## src/rtl/mm_pkg.sv

```systemverilog
// Shared types and constants for the mastermind game-level control blocks.
package mm_pkg;

    localparam int unsigned SCORE_W = 2;

    localparam int unsigned WIN_POINTS_MIN = 1;
    localparam int unsigned WIN_POINTS_MAX = 3;
    localparam int unsigned MAX_ROUNDS_MIN = 1;
    localparam int unsigned MAX_ROUNDS_MAX = 3;

    localparam logic [1:0] WIN_NONE = 2'b00;
    localparam logic [1:0] WIN_A    = 2'b01;
    localparam logic [1:0] WIN_B    = 2'b10;
    localparam logic [1:0] WIN_DRAW = 2'b11;

    typedef enum logic [2:0] {
        S_IDLE,
        S_MAKE_REQ,
        S_MAKE_WAIT,
        S_BREAK_REQ,
        S_BREAK_WAIT,
        S_CHECK,
        S_GAME_OVER
    } state_t;

    // Increment that sticks at all-ones instead of wrapping.
    function automatic logic [SCORE_W-1:0] sat_inc(input logic [SCORE_W-1:0] v);
        return (v == '1) ? v : SCORE_W'(v + 1'b1);
    endfunction

endpackage

```

## src/rtl/game_sequencer_score_keeper.sv

```systemverilog
// Score and round bookkeeping: saturating counters, end-of-game test, winner encode.
module score_keeper
    import mm_pkg::*;
#(
    parameter int unsigned WIN_POINTS = 2,
    parameter int unsigned MAX_ROUNDS = 3
) (
    input  logic               clk,
    input  logic               reset,
    input  logic               clear,
    input  logic               score_en,
    input  logic               point_to_a,
    input  logic               latch_winner,
    output logic [SCORE_W-1:0] points_a,
    output logic [SCORE_W-1:0] points_b,
    output logic [SCORE_W-1:0] round_counter,
    output logic [1:0]         winner,
    output logic               game_end_c
);

    logic [1:0] winner_code_c;

    assign game_end_c = (points_a == SCORE_W'(WIN_POINTS)) ||
                        (points_b == SCORE_W'(WIN_POINTS)) ||
                        (round_counter == SCORE_W'(MAX_ROUNDS));

    always_comb begin
        winner_code_c = WIN_DRAW;
        if (points_a > points_b) begin
            winner_code_c = WIN_A;
        end else if (points_b > points_a) begin
            winner_code_c = WIN_B;
        end
    end

    // Scores hold through GAME_OVER for display; only a new game clears them.
    always_ff @(posedge clk) begin
        if (reset || clear) begin
            points_a      <= '0;
            points_b      <= '0;
            round_counter <= '0;
            winner        <= WIN_NONE;
        end else begin
            if (score_en) begin
                if (point_to_a) begin
                    points_a <= sat_inc(points_a);
                end else begin
                    points_b <= sat_inc(points_b);
                end
                round_counter <= sat_inc(round_counter);
            end
            if (latch_winner) begin
                winner <= winner_code_c;
            end
        end
    end

endmodule

```

## src/rtl/game_sequencer.sv

```systemverilog
// Round scheduler: assigns roles, sequences maker/breaker phases, scores rounds, ends the game.
module game_sequencer
    import mm_pkg::*;
#(
    parameter int unsigned WIN_POINTS = 2,
    parameter int unsigned MAX_ROUNDS = 3
) (
    input  logic               clk,
    input  logic               reset,
    input  logic               start,
    input  logic               first_maker_A,
    input  logic               maker_done,
    input  logic               breaker_done,
    input  logic               breaker_won,
    output logic               maker_start,
    output logic               breaker_start,
    output logic               maker_is_A,
    output logic [SCORE_W-1:0] pointsOfA,
    output logic [SCORE_W-1:0] pointsOfB,
    output logic [SCORE_W-1:0] round_counter,
    output logic               busy,
    output logic               game_over,
    output logic [1:0]         winner
);

    if (WIN_POINTS < WIN_POINTS_MIN || WIN_POINTS > WIN_POINTS_MAX ||
        MAX_ROUNDS < MAX_ROUNDS_MIN || MAX_ROUNDS > MAX_ROUNDS_MAX) begin : g_bad_param
        $error("game_sequencer: WIN_POINTS/MAX_ROUNDS out of legal range");
    end

    state_t state;
    state_t next_state;
    logic   clear_c;
    logic   score_en_c;
    logic   flip_c;
    logic   latch_winner_c;
    logic   game_end_c;
    logic   point_to_a_c;

    // The breaker is B when A makes; a lost break scores for the maker.
    assign point_to_a_c = maker_is_A ^ breaker_won;

    always_comb begin
        next_state     = state;
        clear_c        = 1'b0;
        score_en_c     = 1'b0;
        flip_c         = 1'b0;
        latch_winner_c = 1'b0;
        case (state)
            S_IDLE, S_GAME_OVER: begin
                if (start) begin
                    clear_c    = 1'b1;
                    next_state = S_MAKE_REQ;
                end
            end
            S_MAKE_REQ:  next_state = S_MAKE_WAIT;
            S_MAKE_WAIT: begin
                if (maker_done) begin
                    next_state = S_BREAK_REQ;
                end
            end
            S_BREAK_REQ: next_state = S_BREAK_WAIT;
            S_BREAK_WAIT: begin
                if (breaker_done) begin
                    score_en_c = 1'b1;
                    next_state = S_CHECK;
                end
            end
            S_CHECK: begin
                if (game_end_c) begin
                    latch_winner_c = 1'b1;
                    next_state     = S_GAME_OVER;
                end else begin
                    flip_c     = 1'b1;
                    next_state = S_MAKE_REQ;
                end
            end
            default: next_state = S_IDLE;
        endcase
    end

    // State-decoded outputs are registered from next_state so they align with the state.
    always_ff @(posedge clk) begin
        if (reset) begin
            state         <= S_IDLE;
            maker_is_A    <= 1'b0;
            maker_start   <= 1'b0;
            breaker_start <= 1'b0;
            busy          <= 1'b0;
            game_over     <= 1'b0;
        end else begin
            state         <= next_state;
            maker_start   <= (next_state == S_MAKE_REQ);
            breaker_start <= (next_state == S_BREAK_REQ);
            busy          <= !((next_state == S_IDLE) || (next_state == S_GAME_OVER));
            game_over     <= (next_state == S_GAME_OVER);
            if (clear_c) begin
                maker_is_A <= first_maker_A;
            end else if (flip_c) begin
                maker_is_A <= !maker_is_A;
            end
        end
    end

    score_keeper #(
        .WIN_POINTS (WIN_POINTS),
        .MAX_ROUNDS (MAX_ROUNDS)
    ) u_score_keeper (
        .clk           (clk),
        .reset         (reset),
        .clear         (clear_c),
        .score_en      (score_en_c),
        .point_to_a    (point_to_a_c),
        .latch_winner  (latch_winner_c),
        .points_a      (pointsOfA),
        .points_b      (pointsOfB),
        .round_counter (round_counter),
        .winner        (winner),
        .game_end_c    (game_end_c)
    );

endmodule
```

## config.mk

```make
export PLATFORM = sky130hd
export DESIGN_NAME = game_sequencer
export DESIGN_NICKNAME = d
export VERILOG_FILES = /design/src/rtl/mm_pkg.sv /design/src/rtl/game_sequencer_score_keeper.sv /design/src/rtl/game_sequencer.sv
export SDC_FILE = /design/constraint.sdc
export NUM_CORES = 1
export LEC_CHECK = 0
export ABC_CLOCK_PERIOD_IN_PS = 4400
export CAP_MARGIN = 10
export CORE_UTILIZATION = 52
export CTS_CLUSTER_DIAMETER = 80
export DETAILED_ROUTE_END_ITERATION = 8
export PLACE_DENSITY = 0.79
export RECOVER_POWER = 50
export SYNTH_ARGS = -nofsm -noshare
export SYNTH_HDL_FRONTEND = slang
export SYNTH_SLANG_ARGS = --single-unit
```

## constraint.sdc

```tcl
create_clock -name clk -period 4.4 [get_ports clk]
set_clock_uncertainty 0.1 [all_clocks]
set_input_delay 0.88 -clock clk [delete_from_list [all_inputs] [get_ports clk]]
set_output_delay 0.88 -clock clk [all_outputs]
set_load 0.05 [all_outputs]
```

==> impl_results.md <==
* Antenna-violating nets left at 0
* CP peak stage delay at 860 ps
* WHS Path Cells at 2
* Starting density of the core at 57.1%
* Setup TNS at 0 ps
* Overall Power at 0.348 mW
* Worst Setup Start Kind: register
* Die area at 0.00186 mm²
* Syn Inst Count at 92
* Router iterations before antenna repair at 2
* Worst path cell trace: clkdlybuf4s50_1
* Synth cell types at 31
* Worst r2r path cells at 6
* Via count at 699
* Period minus WS final at 2580 ps
* Placer congestion estimate at 0.802
* RR Startpoint: u_score_keeper.points_b[0]$_SDFFE_PP0P_
* Worst Hold Launch: u_score_keeper.round_counter[1]$_SDFFE_PP0P_
* Endpoints failing hold at 0
* Setup Viol. Count Final at 0
* Routed WL per cell at 13.5 µm
* I/O pin count at 20
* Die span in x at 43.2 µm
* M3 GR Usage at 4.26%
* Period utilization at 58.7%
* Storage element area at 320 µm²
* Busiest grt layer: met2
* Post-synth top area share at 36.4%
* RSZ-0062 raised after global routing: false
* Worst EP arrival at 1600 ps
* Crit Path Class: register to output port
* CTS Sinks at 16
* WHS Endpoint: u_score_keeper.round_counter[1]$_SDFFE_PP0P_
* Port bufs at 19
* Via-to-Cell Ratio at 5.55
* Max_cap viols at 0
* FF-to-FF setup slack at 2510 ps
* Maximum VDD drop at 0.000186 V
* Global routing usage on met1 at 28.5%
* Critical path required time at 3420 ps
* Core Area at 0.00154 mm²
* Design Area, Final at 0.00107 mm²
* Cell family contributing the most delay on the critical path: buffers and inverters
* Static Leak at 0.381 nW
* Synth-to-layout area growth at 21.4%
* GR Util met2 at 32.2%
* Leading area contributor after synthesis: dfxtp_1
* Util after Layout at 69.4%
* Fmax at 387 MHz
* Footprint of the multi-input gates at 488 µm²
* Worst hold-check path type: register to register
* Outcome: finished, final reports clean
* Highest-delay cell along the critical path: clkdlybuf4s50_1
* Slew @ Worst Pin at 524 ps
* Antenna violations before repair at 0
* Post-CTS setup buffers at 0
* Syn_nets at 106
* Drt initial violations at 4
* # hold bufs at CTS at 0
* Inserted Clock Buffers at 3
* Sequential share of the synthesized area at 36.4%
* Synth Register Bits at 16
* First-pass GRT wire length at 2910 µm
* Final WL at 1700 µm
* # rows at 14
* Bufs on Longest Clock Path at 2
* Syn. warnings at 0
* Clk_lat worst skew at 300 ps
* Post-Syn Area per Cell at 9.57 µm²
* Tot GR Track Use at 21.8%
* Hold_ws at 421 ps
* Post-place instance area at 0.00106 mm²
* CTS resizes at 0
* H-tree levels at 1
* Worst Path Buf+Inv at 1
* Worst Setup End Kind: output port
* CTS tree: yes
* Critical R2R Capture: maker_start$_SDFF_PP0_
* Area contributors post-synth: dfxtp_1 36%, ha_1 9.9%, nor2_1 5.5%
* Pwr Density at 325 mW/mm²
* Nets@finish at 125
* Share of layout cells above drive strength 1 at 8.18%
* Grt total ovfl at 0
* Post-DP HPWL at 1320 µm
* Netlist Area Pre-Place at 881 µm²
* DRC at 0
* Clock slew at reported path FFs at 100 ps
* Die height at 43.2 µm
* Root buffer selected by CTS: clkbuf_4
* Slew Limit Fails at 0
* Number of global-route vias before repair at 659
* Fill count at 128
* Relative slew slack at 64.9%
* Crit-path max FO at 5
* ANT cells at 0
* Largest net degree at the start of global routing at 14
## cells by family (layout without fill, tap and decap cells)
group / after synthesis / count (layout) / share of synthesized area, %
flip-flops: 16 / 16 / 36.4
AND/OR/NAND/NOR: 34 / 34 / 26.4
XOR/XNOR: 6 / 6 / 5.97
adder cells (fa/ha/maj): 7 / 7 / 9.94
buffers and inverters: 9 / 27 / 5.11
AO/OA/AOI/OAI: 20 / 20 / 16.2
## stage by stage
step | setup slack (ps) | std cells
4_1_cts | 1810 | 126
2_1_floorplan | 2490 | 92
5_1_grt | 1770 | 126
3_3_place_gp | 1940 | 122
6_report | 1820 | 126
3_5_place_dp | 1890 | 122
## cells in the final DEF, fill, tap and decap left out, types with 2 or more instances in the layout
cell type | synthesis | routed
clkdlybuf4s50_1 | 0 | 18
dfxtp_1 | 16 | 16
xor2_1 | 2 | 2
nand3b_1 | 2 | 2
ha_1 | 7 | 7
inv_1 | 4 | 4
nor4_1 | 0 | 2
a211oi_1 | 4 | 6
nand2b_1 | 2 | 2
xnor2_1 | 4 | 4
o21ai_0 | 3 | 3
a21oi_1 | 6 | 6
clkbuf_4 | 0 | 3
nor2_1 | 13 | 13
nor2b_1 | 3 | 3
nand2_1 | 4 | 4
## synthesized netlist by cell type (all sizes together)
master / count
a211oi: 6
nand2b: 2
o41ai: 1
inv: 4
nand3: 1
a221oi: 1
nor3: 2
nand3b: 2
xor2: 2
ha: 7
nor4: 2
nand4bb: 1
xnor2: 4
nor2: 14
o211a: 1
nand2: 4
nor3b: 2
or3: 1
buf: 5
a22oi: 1
nor2b: 3
o31ai: 1
o21ai: 3
a21oi: 6
dfxtp: 16
## how the worst max path moves through the flow
| stage | from | to | slack [ps] | cells past startpoint |
|---|---|---|---|---|
| after CTS | u_score_keeper.points_b[0]$_SDFFE_PP0P_ | pointsOfB[0] | 1810 | 1 |
| after floorplan | u_score_keeper.points_b[0]$_SDFFE_PP0P_ | maker_is_A$_SDFFE_PP0P_ | 2490 | 6 |
| after detailed placement | start | u_score_keeper.winner[1]$_SDFFE_PP0N_ | 1890 | 5 |
| after global placement | start | u_score_keeper.winner[0]$_SDFFE_PP0N_ | 1940 | 5 |
| final | u_score_keeper.points_b[0]$_SDFFE_PP0P_ | pointsOfB[0] | 1820 | 1 |
| after global routing | u_score_keeper.points_b[0]$_SDFFE_PP0P_ | pointsOfB[0] | 1770 | 1 |
## sequential cells by signal, summed over array words and instances (netlist names)
| signal | flops |
|---|---|
| state | 3 |
| u_score_keeper.points_a | 2 |
| u_score_keeper.points_b | 2 |
| u_score_keeper.round_counter | 2 |
| u_score_keeper.winner | 2 |
| breaker_start | 1 |
| busy | 1 |
| game_over | 1 |
| maker_is_A | 1 |
| maker_start | 1 |
## final cells by class
| cell class | instances | area share, % |
|---|---|---|
| Tap cell | 16 | 1.87 |
| Multi-Input combinational cell | 67 | 45.6 |
| Clock buffer | 4 | 3.39 |
| Inverter | 4 | 1.40 |
| Sequential cell | 16 | 29.9 |
| Timing Repair Buffer | 19 | 17.8 |
## metal layers
metal / vias to the layer above / wire length [µm]
li1: 360 / -
met1: 319 / 840
met2: 15 / 776
met3: 5 / 45
met4: 0 / 39
met5: - / 0
## power breakdown
group          internal, mW  leakage, nW  switching [mW]
clock                0.0505       0.0210          0.0522
combinational        0.0345        0.230          0.0435
sequential            0.153        0.130          0.0136
total                 0.238        0.381           0.109
## worst min-delay path: stages (launching register included)
cell	delay (ps)
dfxtp_1	340
o21ai_0	80
a21oi_1	70
Power figures use the tool's default switching activity.
